[src/rtl/uart_compute_sequencer_pkg.sv]
// Shared constants for the UART compute sequencer: command bytes, cu_op codes,
// FSM state codes and the decoded-command record.
package uart_compute_sequencer_pkg;

  localparam logic [7:0] CMD_SUB   = 8'h73;  // 's'
  localparam logic [7:0] CMD_MUL   = 8'h6D;  // 'm'
  localparam logic [7:0] CMD_MULH  = 8'h48;  // 'H'
  localparam logic [7:0] CMD_MULHU = 8'h68;  // 'h'
  localparam logic [7:0] CMD_DIV   = 8'h64;  // 'd'
  localparam logic [7:0] CMD_DIVU  = 8'h44;  // 'D'
  localparam logic [7:0] CMD_REM   = 8'h72;  // 'r'
  localparam logic [7:0] CMD_REMU  = 8'h4D;  // 'M'

  localparam logic [2:0] OP_SUB   = 3'd0;
  localparam logic [2:0] OP_MUL   = 3'd1;
  localparam logic [2:0] OP_MULH  = 3'd2;
  localparam logic [2:0] OP_MULHU = 3'd3;
  localparam logic [2:0] OP_DIV   = 3'd4;
  localparam logic [2:0] OP_DIVU  = 3'd5;
  localparam logic [2:0] OP_REM   = 3'd6;
  localparam logic [2:0] OP_REMU  = 3'd7;

  localparam logic [2:0] RX_WAIT    = 3'd0;
  localparam logic [2:0] RX_RELEASE = 3'd1;
  localparam logic [2:0] DECODE     = 3'd2;
  localparam logic [2:0] WAIT_DONE  = 3'd3;
  localparam logic [2:0] TX_RES     = 3'd4;
  localparam logic [2:0] TX_ERR     = 3'd5;

  localparam logic [7:0] ERR_BYTE = 8'h3F;

  typedef struct packed {
    logic       known;
    logic [2:0] op;
  } cmd_dec_t;

endpackage

[src/rtl/uart_compute_sequencer_decode.sv]
// Combinational command-byte decoder: maps a host command byte to a cu_op code
// and flags whether the byte is a recognised command.
module uart_cmd_decode
  import uart_compute_sequencer_pkg::*;
(
  input  logic [7:0] cmd,
  output cmd_dec_t   dec
);

  always_comb begin
    dec.known = 1'b1;
    dec.op    = OP_SUB;
    case (cmd)
      CMD_SUB:   dec.op = OP_SUB;
      CMD_MUL:   dec.op = OP_MUL;
      CMD_MULH:  dec.op = OP_MULH;
      CMD_MULHU: dec.op = OP_MULHU;
      CMD_DIV:   dec.op = OP_DIV;
      CMD_DIVU:  dec.op = OP_DIVU;
      CMD_REM:   dec.op = OP_REM;
      CMD_REMU:  dec.op = OP_REMU;
      default:   dec.known = 1'b0;
    endcase
  end

endmodule

[src/rtl/uart_compute_sequencer.sv]
// Sequencer: collects 9-byte command packets from the UART RX handshake, issues one
// compute-unit operation, latches the result and optionally echoes it on UART TX.
module uart_compute_sequencer
  import uart_compute_sequencer_pkg::*;
#(
  parameter int CU_TIMEOUT = 1024,
  parameter bit TX_ENABLE  = 1'b1
) (
  input  logic        CLK,
  input  logic        RESET,
  input  logic [7:0]  UART_RX,
  input  logic        UART_RX_valid,
  output logic        UART_RX_ack,
  output logic [7:0]  UART_TX,
  output logic        UART_TX_valid,
  input  logic        UART_TX_ready,
  output logic        cu_start,
  output logic [2:0]  cu_op,
  output logic [31:0] cu_a,
  output logic [31:0] cu_b,
  input  logic        cu_done,
  input  logic [31:0] cu_result,
  output logic [31:0] ComputeResult,
  output logic        err,
  output logic        busy
);

  localparam int TW = (CU_TIMEOUT > 2) ? $clog2(CU_TIMEOUT) : 1;
  localparam logic [TW-1:0] TIMEOUT_LAST = TW'(CU_TIMEOUT - 1);

  logic [2:0]    state_reg;
  logic [3:0]    count_reg;
  logic [7:0]    cmd_reg;
  logic [63:0]   opnd_reg;
  logic [TW-1:0] timer_reg;
  logic [1:0]    tx_idx_reg;
  logic          ack_reg;
  logic [7:0]    tx_data_reg;
  logic          tx_valid_reg;
  logic          cu_start_reg;
  logic [2:0]    cu_op_reg;
  logic [31:0]   cu_a_reg;
  logic [31:0]   cu_b_reg;
  logic [31:0]   result_reg;
  logic          err_reg;

  cmd_dec_t      dec;
  logic [7:0]    res_bytes [4];
  logic [1:0]    tx_next_idx;

  uart_cmd_decode u_decode (
    .cmd (cmd_reg),
    .dec (dec)
  );

  // Byte 0 is the most significant byte of the latched result.
  for (genvar gi = 0; gi < 4; gi++) begin : g_res_bytes
    assign res_bytes[gi] = result_reg[31-8*gi -: 8];
  end

  assign tx_next_idx = tx_idx_reg + 2'd1;

  always_ff @(posedge CLK or posedge RESET) begin
    if (RESET) begin
      state_reg    <= RX_WAIT;
      count_reg    <= '0;
      cmd_reg      <= '0;
      opnd_reg     <= '0;
      timer_reg    <= '0;
      tx_idx_reg   <= '0;
      ack_reg      <= 1'b0;
      tx_data_reg  <= '0;
      tx_valid_reg <= 1'b0;
      cu_start_reg <= 1'b0;
      cu_op_reg    <= '0;
      cu_a_reg     <= '0;
      cu_b_reg     <= '0;
      result_reg   <= '0;
      err_reg      <= 1'b0;
    end else begin
      cu_start_reg <= 1'b0;
      err_reg      <= 1'b0;
      case (state_reg)
        RX_WAIT: begin
          if (UART_RX_valid) begin
            // Operand bytes shift in MSB first, so op1 ends up in the upper word.
            if (count_reg == 4'd0) cmd_reg <= UART_RX;
            else                   opnd_reg <= {opnd_reg[55:0], UART_RX};
            ack_reg   <= 1'b1;
            state_reg <= RX_RELEASE;
          end
        end
        RX_RELEASE: begin
          if (!UART_RX_valid) begin
            ack_reg <= 1'b0;
            if (count_reg == 4'd8) begin
              count_reg <= '0;
              state_reg <= DECODE;
            end else begin
              count_reg <= count_reg + 4'd1;
              state_reg <= RX_WAIT;
            end
          end
        end
        DECODE: begin
          if (dec.known) begin
            cu_op_reg    <= dec.op;
            cu_a_reg     <= opnd_reg[63:32];
            cu_b_reg     <= opnd_reg[31:0];
            cu_start_reg <= 1'b1;
            timer_reg    <= '0;
            state_reg    <= WAIT_DONE;
          end else begin
            err_reg <= 1'b1;
            if (TX_ENABLE) begin
              tx_data_reg  <= ERR_BYTE;
              tx_valid_reg <= 1'b1;
              state_reg    <= TX_ERR;
            end else begin
              state_reg <= RX_WAIT;
            end
          end
        end
        WAIT_DONE: begin
          // A completion on the final counted cycle still wins over the timeout.
          if (cu_done) begin
            result_reg <= cu_result;
            if (TX_ENABLE) begin
              tx_data_reg  <= cu_result[31:24];
              tx_idx_reg   <= '0;
              tx_valid_reg <= 1'b1;
              state_reg    <= TX_RES;
            end else begin
              state_reg <= RX_WAIT;
            end
          end else if (timer_reg == TIMEOUT_LAST) begin
            err_reg <= 1'b1;
            if (TX_ENABLE) begin
              tx_data_reg  <= ERR_BYTE;
              tx_valid_reg <= 1'b1;
              state_reg    <= TX_ERR;
            end else begin
              state_reg <= RX_WAIT;
            end
          end else begin
            timer_reg <= timer_reg + TW'(1);
          end
        end
        TX_RES: begin
          if (UART_TX_ready) begin
            if (tx_idx_reg == 2'd3) begin
              tx_valid_reg <= 1'b0;
              state_reg    <= RX_WAIT;
            end else begin
              tx_idx_reg  <= tx_next_idx;
              tx_data_reg <= res_bytes[tx_next_idx];
            end
          end
        end
        TX_ERR: begin
          if (UART_TX_ready) begin
            tx_valid_reg <= 1'b0;
            state_reg    <= RX_WAIT;
          end
        end
        default: state_reg <= RX_WAIT;
      endcase
    end
  end

  assign UART_RX_ack   = ack_reg;
  assign UART_TX       = tx_data_reg;
  assign UART_TX_valid = tx_valid_reg;
  assign cu_start      = cu_start_reg;
  assign cu_op         = cu_op_reg;
  assign cu_a          = cu_a_reg;
  assign cu_b          = cu_b_reg;
  assign ComputeResult = result_reg;
  assign err           = err_reg;
  assign busy          = !((state_reg == RX_WAIT) && (count_reg == 4'd0));

endmodule

[config.mk]
export PLATFORM = sky130hd
export DESIGN_NAME = uart_compute_sequencer
export DESIGN_NICKNAME = d
export VERILOG_FILES = /design/src/rtl/uart_compute_sequencer_pkg.sv /design/src/rtl/uart_compute_sequencer_decode.sv /design/src/rtl/uart_compute_sequencer.sv
export SDC_FILE = /design/constraint.sdc
export NUM_CORES = 1
export LEC_CHECK = 0
export ABC_AREA = 1
export CAP_MARGIN = 30
export CORE_UTILIZATION = 35
export CTS_CLUSTER_SIZE = 20
export DETAILED_ROUTE_END_ITERATION = 8
export GPL_TIMING_DRIVEN = 0
export SLEW_MARGIN = 20
export SYNTH_ARGS = -nofsm -noshare
export SYNTH_HDL_FRONTEND = slang
export SYNTH_HIERARCHICAL = 1
export SYNTH_SLANG_ARGS = --single-unit
[constraint.sdc]
create_clock -name CLK -period 6 [get_ports CLK]
set_input_delay 0.6 -clock CLK [delete_from_list [all_inputs] [get_ports CLK]]
set_output_delay 0.6 -clock CLK [all_outputs]
set_load 0.05 [all_outputs]
Yosys cells after proc, flatten, opt, wreduce, memory -nomap -nowiden
Index checks and enable logic that the tools add are counted.

Bits in latches: 0. Output and inout port bits: 112. Bits in read-only memories: 0. Input bits: 45. Word-level logic and storage cells: 117. Memories kept: 0. Register bits: 202. RAM bits: 0.

Reduce and logical (&&, ||, !) cells: 21. Add/subtract/negate cells: 3. Multiplexer cells: 46. Multipliers: 0. Magnitude comparators: 1. Shift operators: 0. Div/mod/pow operators: 0. Bitwise operators: 3. Eq/ne operators: 28.

Operator list (number): $eq 8x7->1 const B (8); $mux 8 (7); $mux 10 (3); $mux 3 (8); $pmux 8 s3 (1); $ne 2x2->1 const B (11); $pmux 3 s7 (1); $pmux 10 s2 (1); $pmux 3 s6 (1); $bmux 8 s2 (1); $mux 1 (14); $reduce_and 6->1 (2); $add 10x1->10 const B (1); $eq 10x10->1 const B (1); $reduce_and 3->1 (3); $mux 2 (4); $reduce_and 4->1 (2); $reduce_or 8->1 (1); $eq 3x2->1 const B (2); $eq 3x3->1 const B (2); $reduce_and 2->1 (3); $reduce_bool 2->1 (3); $reduce_and 5->1 (1); $add 4x1->4 const B (1); 18 further kinds (20).

Depth between registers and ports, before layout
Gate-level depths: netlist of the first run.

Depth after elaboration: 8. Gate-level depth with buffers: 14. Gate-level depth less buffers: 13.

By module
The synthesis of the first run kept the hierarchy.

By module, submodules not included: uart_compute_sequencer (sequential area each 5054.8 um2, times used 1, cells each 966, area each 8573.2 um2); uart_cmd_decode (sequential area each 0.0 um2, times used 1, cells each 44, area each 185.2 um2).

Least setup slack after synthesis of the first run
No wires, ideal clock.

Path kind: register to output. From: reg count_reg[0]. To: out busy. Path slack: 4.111 ns. Path buffers: 0. Arrival time: 1.289 ns. Cell stages (with the launch flop): 6. Required time: 5.400 ns. Path through: dfrtp_1 -> inv_1 -> ha_1 -> nand2_1 -> nor2_1 -> nand2_1.

Longest elaborated chain between the ends: 3.

Ends and longest elaborated chain: start, declared (line uart_compute_sequencer.sv:32) `logic [3:0] count_reg;`; start signal, assigned (line uart_compute_sequencer.sv:100) `count_reg <= count_reg + 4'd1;`; $logic_not 4->1 (line uart_compute_sequencer.sv:180) `assign busy = !((state_reg == RX_WAIT) && (count_reg == 4'd0));`; $logic_and 1x1->1 (line uart_compute_sequencer.sv:180); $logic_not 1->1 (line uart_compute_sequencer.sv:180); end, declared (line uart_compute_sequencer.sv:25) `output logic busy`.

Every way passes these cells.

Worst setup path in the final report of the first run
Ends and elaborated chain as after synthesis.

==> results.txt, run 1 <==
- Setup violations remaining at the end of the flow were counted as 0.
* Die Y: 160 um
- Share of the clock period used by the worst path after layout: 52.8%
- The first global-routing pass estimated 36500 um of wire.
- From synthesis to final layout, the design area changed by 32.1%.
- The floorplan step set the die width to 160 um.
- IR analysis of the VDD net gives a maximum drop of 0.209 mV.
- Worst-path clk slew: 0.06 ns
- Fin nets: 1245
- Min-delay src: opnd_reg[31]
- The analysis attributes to cell leakage a power of 5.41 nW.
- Row count: 57
- For this configuration, the core starts out at a cell density of 35.8%.
* Cell Pwr Density: 373 nW/um^2
* Pins Over Slew Limit: 0
- The root buffer cell chosen for the clock tree is clkbuf_16.
* Clk Latency, worst-skew pair: 0.52 ns
- The count of buffers added on input and output ports is 155.
* Basic-gate share of the synthesized area counting and, or, nand and nor cells: 23.4%
* Crit path launch type: flip-flop
- Synthesis-stage register bit count: 202
- Number of instances in the synthesized netlist: 1010
- The number of nets in the synthesized netlist is 1059.
* Adder-cell share of the synthesized area: 0.571%
* Die area: 25700 sq um
* Number of distinct library cells after synthesis: 29
- Share of layout cells above drive strength 1: 9.92%
- Buffer depth of the longest clock path: 3
- For this design the top-level I/O count stands at 157.
- At the worst endpoint, the arrival time is 2.57 ns.
- XOR/XNOR Fraction of Synth Area: 0.100%
* Start of the worst register-to-register path: cmd_reg[1]
* Status: finished clean
* Via count of the first global-routing pass: 6826
- Placeable core area: 24500 sq um
* Number of antenna violations at the first check in global routing: 0
* Max Freq: 315 MHz
- Syn avg cell area: 8.67 sq um
- Number of flip-flops under the largest register name: 64
* Number of vias per cell: 4.58
- The mapped netlist covers 8760 sq um.
- Endpoint kind of the worst setup timing path: primary output
- Min cycle time layout: 3.17 ns
- Highest metal used: met4
- For this design, the CTS-stage hold fixing added 0 buffers.
* Sum of routed wire length over all layers: 22100 um
* Number of levels the H-tree was split into: 1
- Met2 routed wirelength: 9720 um
* Count of antenna-violating nets left after detailed routing: 0
- Global routing used 17.6% of the available tracks.
- In this run the worst setup path begins at count_reg[0].
- Predominant post-synthesis flop cell: dfrtp_1
* Number of detailed-routing iterations run before antenna repair: 4
* Total congestion overflow after global routing: 0
* Met1 Routed Length: 10900 um
- The first routing iteration left 380 violations.
- STA puts the critical path data required time at 5.40 ns.
* Wire length per cell: 14.4 um
- Yosys printed 6 warnings.
- The share of synthesized area in the top cell type comes to 57.7%.
- The number of antenna diodes in the final layout is 0.
- Detailed-placement wirelength estimate: 16200 um
- For this design, the sink count on the clock tree is 202.
- Routability Congestion: 0.793
- Hold Crit Class: reg -> reg
* Seq/Total Area, Yosys: 57.7%
* Slew at the pin closest to its max-slew limit: 0.708 ns
- By area, the combinational part of the netlist is dominated by simple AND/OR/NAND/NOR gates.
* Pin count of the biggest net entering global routing: 35
- Area leader, netlist: dfrtp_1
- Of all nets on the critical path, the largest fanout is 10.
- In the routed design, unresolved DRC markers number 0.
- Summed over all nets, wire length on met3 after detailed routing comes to 1180 um.
- Clock tree from TritonCTS: yes
- Max-cap violations in this run came to 0.
* Utilization of the core after routing: 47.3%
- On the final layout, the worst clock skew is 0.0179 ns.
- Adding up every negative setup slack in the final design gives 0 ns.
* Cts bufs inserted: 23
* Number of enable flip-flop cells after synthesis: 0
- Counting flops with an async set or reset pin after synthesis yields a share of 100%.
* Cell types with the largest area share after synthesis: dfrtp_1, nand2_1, o21ai_1
* Share of cell area taken by muxes after synthesis: 0%
- The worst setup path is of the reg -> out kind.
* Via total after detailed routing: 7030
- Compound-gate portion of the synthesized area: 10.1%
- Post-CTS Resized: 0
- Headroom to the max-slew limit: 52.7%
* Number of inserted filler cells in the final layout: 2357
* Final Hold Violating Endpoints: 0
- Post-CTS setup repair buffer count: 0
* RSZ-0062 raised after global routing: no
==> synth_stat cells (2+ instances only) <==
cell        n
buf_2      17
nand2_2    18
o21ai_1    80
nand3_1    53
buf_4      10
clkbuf_1   10
nand4_1     4
nor2_1     28
ha_1        4
o21a_1      6
a21oi_1     2
nand3b_1   10
inv_2       5
o21ai_0    67
inv_1     101
clkinv_1    2
nor2_2      2
nand2_1   358
buf_6       8
nor2_4      5
dfrtp_1   202
o21ai_2    11
==> final timing paths <==
| path | endpoint | slack, ns | cells after the start |
|---|---|---|---|
| hold / removal | opnd_reg[39] | 0.47 | 2 |
| setup / recovery | busy | 2.83 | 6 |
| hold reg to reg | opnd_reg[39] | 0.47 | 2 |
| setup reg to reg | cu_a[16] | 3.81 | 12 |
| min in group asynchronous | cu_a[7] | 0.56 | 2 |
| max in group asynchronous | count_reg[1] | 4.37 | 5 |
==> final cells by class <==
| cell class | count | area (sq um) | share of cell area (%) |
|---|---|---|---|
| multi-input cells | 654 | 3000 | 25.9 |
| inverters | 108 | 409 | 3.54 |
| clock inverters | 5 | 67.6 | 0.584 |
| well taps | 324 | 405 | 3.50 |
| repair buffers | 161 | 1680 | 14.5 |
| flip-flops and latches | 202 | 5050 | 43.7 |
| plain buffers | 46 | 303 | 2.62 |
| clock buffers | 34 | 657 | 5.68 |
==> cells in the final DEF (no fill, tap or decap), types with 5 or more instances in the layout <==
| cell type | count |
|---|---|
| clkbuf_1 | 17 |
| clkbuf_16 | 23 |
| dfrtp_1 | 202 |
| buf_2 | 17 |
| o21ai_2 | 11 |
| inv_2 | 5 |
| clkdlybuf4s50_1 | 155 |
| nor2_4 | 5 |
| o21ai_1 | 80 |
| o21ai_0 | 67 |
| nand3_1 | 53 |
| inv_1 | 100 |
| buf_6 | 8 |
| nand3b_1 | 10 |
| o21a_1 | 6 |
| buf_4 | 10 |
| nor2_1 | 28 |
| buf_12 | 5 |
| nand2_1 | 358 |
| nand2_2 | 18 |
==> per-stage QoR <==
step	setup slack [ns]	cell area (sq um)	hold WS, ns	power, mW	instances
4_1_cts	2.82	11600	0.479	4.35	1534
3_5_place_dp	3.39	10800	0.462	2.98	1495
6_report	2.83	11600	0.473	4.31	1534
2_1_floorplan	2.78	8760	0.453	2.62	1010
3_3_place_gp	1.10	10700	0.463	2.95	1489
5_1_grt	2.70	11600	0.497	4.59	1534
==> cells by family (layout without fill, tap and decap cells) <==
logic type / Yosys count / count (layout)
compound gates: 166 / 166
flops: 202 / 202
xor+xnor: 1 / 1
fa+ha+maj: 4 / 4
simple gates: 483 / 483
buf+inv: 154 / 354
==> report_power, final <==
part | internal (mW) | switching (mW)
Sequential | 1.63 | 0.169
Combinational | 0.405 | 0.756
Clock | 0.802 | 0.551
==> routing by layer <==
layer	vias up	GRT usage, %
li1	3558	-
met4	0	3.98
met3	25	3.38
met1	3295	25.9
met5	-	0
met2	152	26.8
==> worst max-delay path, cell delays in order, from the launching register on <==
cell and delay (ns):
dfrtp_1 0.39, inv_1 0.09, ha_1 0.17, nand2_1 0.06
nor2_1 0.24, nand2_1 0.29, clkdlybuf4s50_1 0.81
No activity file was read; power rests on OpenSTA's default activity.
==> run 2: changes to the inputs <==
clock period = 2.55 ns   (was 6 ns; I/O delays follow)
==> run 2 against run 1 <==
- register-to-register slack got worse by 3.5 ns
- wire length barely moved
- critical path type unchanged
- sequential power rose by 140%
- clock-buffer cell count did not move
- hold slack got worse by 0.31 ns
- design area barely moved
- first-iteration DRC count rose by 0.26%
- power rose by 140%
- core utilization barely moved
- clock skew barely moved
- non-clock buffer count did not move
==> results.txt, run 2 (synthesized netlist as in run 1, its figures left out) <==
- The run finished with clean final reports.
- Number of setup violations in the final report: 0 (unchanged)
- The data required time of the worst path came to 2.30 ns (-3.10 ns).
* Detailed-placement wirelength estimate: 16200 um (unchanged)
* Routability Congestion: 0.793 (unchanged)
* Clock skew: 0.0178 ns (-0.000144 ns)
* Number of remaining DRC errors: 0 (unchanged)
- Cts bufs inserted: 23 (unchanged)
- RSZ-0062 raised after global routing: no
- Share of the clock period used by the worst path after layout: 92.1%
* Dominant delay contributor by cell family on the critical path: simple AND/OR/NAND/NOR gates
- The largest net degree at the start of global routing came to 35 (unchanged).
- Count of antenna-violating nets left after detailed routing: 0 (unchanged)
* Critical setup path kind: reg -> out
- The quantity of I/O buffers inserted on ports was 155 (unchanged).
- Critical path cell sequence: inv_1 > ha_1 > nand2_1 > nor2_1 > nand2_1 > clkbuf_2
- The number of instances in the placed design is 1495 (unchanged).
- The data arrival time of the worst path was 2.09 ns (-0.48 ns).
* Slew at the pin closest to its max-slew limit: 0.708 ns (+0.000170 ns)
* Utilization of the core after routing: 47.3% (about the same)
- The post-route setup TNS was 0 ns (unchanged).
* Number of max-cap violations: 0 (unchanged)
- The startpoint identified for the worst hold timing path is cu_done.
* Cell Pwr Density: 877 nW/um^2 (+140%)
* Start of the worst register-to-register path: cmd_reg[1]
- Register area: 5050 sq um (unchanged)
- The count of fill cells added during filler insertion was 2358 (+0.042%).
* Violation count after the first detailed-routing iteration: 381 (+0.26%)
* Critical Path Fanout Max: 10 (unchanged)
- Die area: 25700 sq um (unchanged)
- Gr usage total: 17.6% (unchanged)
* Headroom to the max-slew limit: 52.7% (about the same)
* Share of layout cells above drive strength 1: 10.0% (+0.083 points)
* Buffer depth of the longest clock path: 3 (unchanged)
- Antenna diode count: 0 (unchanged)
- The row count is 57 (unchanged).
- Leakage power of the design: 5.41 nW (about the same)
* Final Hold Violating Endpoints: 0 (unchanged)
- Worst R2R Path Depth: 12 (unchanged)
- The layout overhead on the synthesized area was 32.1% (about the same).
- The largest stage delay on the critical path came to 0.39 ns (-0.42 ns).
- The number of cells traversed by the worst hold path was 3 (+1).
* Wire length of the first global-routing pass: 36500 um (unchanged)
* Num Clock Sinks: 202 (unchanged)
* Total congestion overflow after global routing: 0 (unchanged)
* Number of I/O pins: 157 (unchanged)
* Endpoint kind of the worst setup timing path: primary output
- Worst-path clk slew: 0.06 ns (about the same)
* Clock tree root driver cell: clkbuf_16
- The critical path buffer and inverter count is 2 (unchanged).
- Footprint of the multi-input gates: 3000 sq um (unchanged)
- The placed instance area came to 10800 sq um (unchanged).
* Clock tree from TritonCTS: yes
- Wire length per cell: 14.4 um (about the same)
* Min cycle time layout: 2.35 ns
* Number of standard cells in the final layout excluding fillers: 1534 (unchanged)
* Largest vdd supply drop: 0.491 mV (+140%)
- X dimension of the die: 160 um (unchanged)
- For this run, the top clock speed supported by timing is 426 MHz.
- Via count of the first global-routing pass: 6826 (unchanged)
- Number of flip-flops under the largest register name: 64 (unchanged)
* Most frequent cells in the layout: nand2_1, dfrtp_1, clkdlybuf4s50_1
* Hold Crit Class: in -> reg
* Placeable core area: 24500 sq um (unchanged)
- Via total after detailed routing: 7031 (+0.014%)
- Number of levels the H-tree was split into: 1 (unchanged)
* Worst Hold Path EP: ComputeResult[28]
- # hold bufs at CTS: 0 (unchanged)
- Number of vias per cell: 4.58 (about the same)
- Sum of routed wire length over all layers: 22100 um (about the same)
- The worst register-to-register path ends at cu_a[16].
- Cell repeated most along the worst path: nand2_1
* Number of detailed-routing iterations run before antenna repair: 4 (unchanged)
* Flop2flop setup slack: 0.36 ns (-3.45 ns)
- Among all stages on the critical path, the largest delay is contributed by dfrtp_1.
- The vertical die dimension is 160 um (unchanged).
* Starting utilization of the core area: 35.8% (unchanged)
- Non-Filler Cell Area, Final: 11600 sq um (about the same)
- Number of antenna violations at the first check in global routing: 0 (unchanged)
- Pins Over Slew Limit: 0 (unchanged)
- Crit path launch type: flip-flop
* Most frequent standard cell in the layout excluding fill and tap cells: nand2_1
* Clk Latency, worst-skew pair: 0.52 ns (about the same)
- The final-stage net count was 1245 (unchanged).
* CP startpoint: count_reg[0]
-- run 2: cell count changes in the layout (fill, tap and decap cells not counted), sizes merged --
cell	before	now
clkbuf	44	45
clkdlybuf4s50	155	154
-- run 2: routing by layer --
metal	global-route usage (%)	vias to the layer above	wire, um
met5	0	-	0
met2	26.8	154	9720
li1	-	3559	-
met3	3.38	25	1180
met1	25.9	3293	10900
met4	3.98	0	328
-- run 2: timing repair --
action / in CTS / in global routing
gates cloned: 0 / 0
setup buffers: 0 / 0
resized for setup: 1 / 2
endpoints found under the setup margin: 1 / 1
-- run 2: layout make-up --
cell class,count,share of cell area [%]
Multi-Input combinational cell,654,25.9
Inverter,108,3.54
Timing Repair Buffer,161,14.5
Clock buffer,34,5.68
Sequential cell,202,43.7
Tap cell,324,3.50
Clock inverter,5,0.584
Buffer,46,2.62
-- run 2: worst max path at each step --
stage | end | cells after the start
floorplan | ComputeResult[0] | 1
global placement | cu_op[0] | 2
detailed placement | busy | 6
CTS | busy | 6
global route | busy | 6
finish | busy | 6
-- run 2: per-stage QoR --
step | hold WS [ns] | setup slack [ns] | power [mW]
after floorplan | 0.364 | -0.321 | 6.16
after global placement | 0.463 | -2.01 | 6.95
after detailed placement | 0.462 | 0.286 | 7.01
after CTS | 0.149 | 0.00740 | 10.2
after global routing | 0.194 | 0.0738 | 10.8
final | 0.166 | 0.202 | 10.1
-- run 2: worst register-to-register path: stages (launching register included) --
cell and delay, ns:
dfrtp_1 0.43, inv_2 0.10, nand2_2 0.06, nor2_2 0.13, nand2_1 0.07, nand2_1 0.08, nor2_1 0.05, nand2_1 0.14
nand3_2 0.29, buf_2 0.33, buf_2 0.22, nand2_1 0.07, o21ai_0 0.08
-- run 2: power breakdown --
group / switching, mW / internal (mW) / total, mW
Combinational: 1.78 / 0.952 / 2.73
Sequential: 0.398 / 3.83 / 4.23
Clock: 1.30 / 1.89 / 3.18
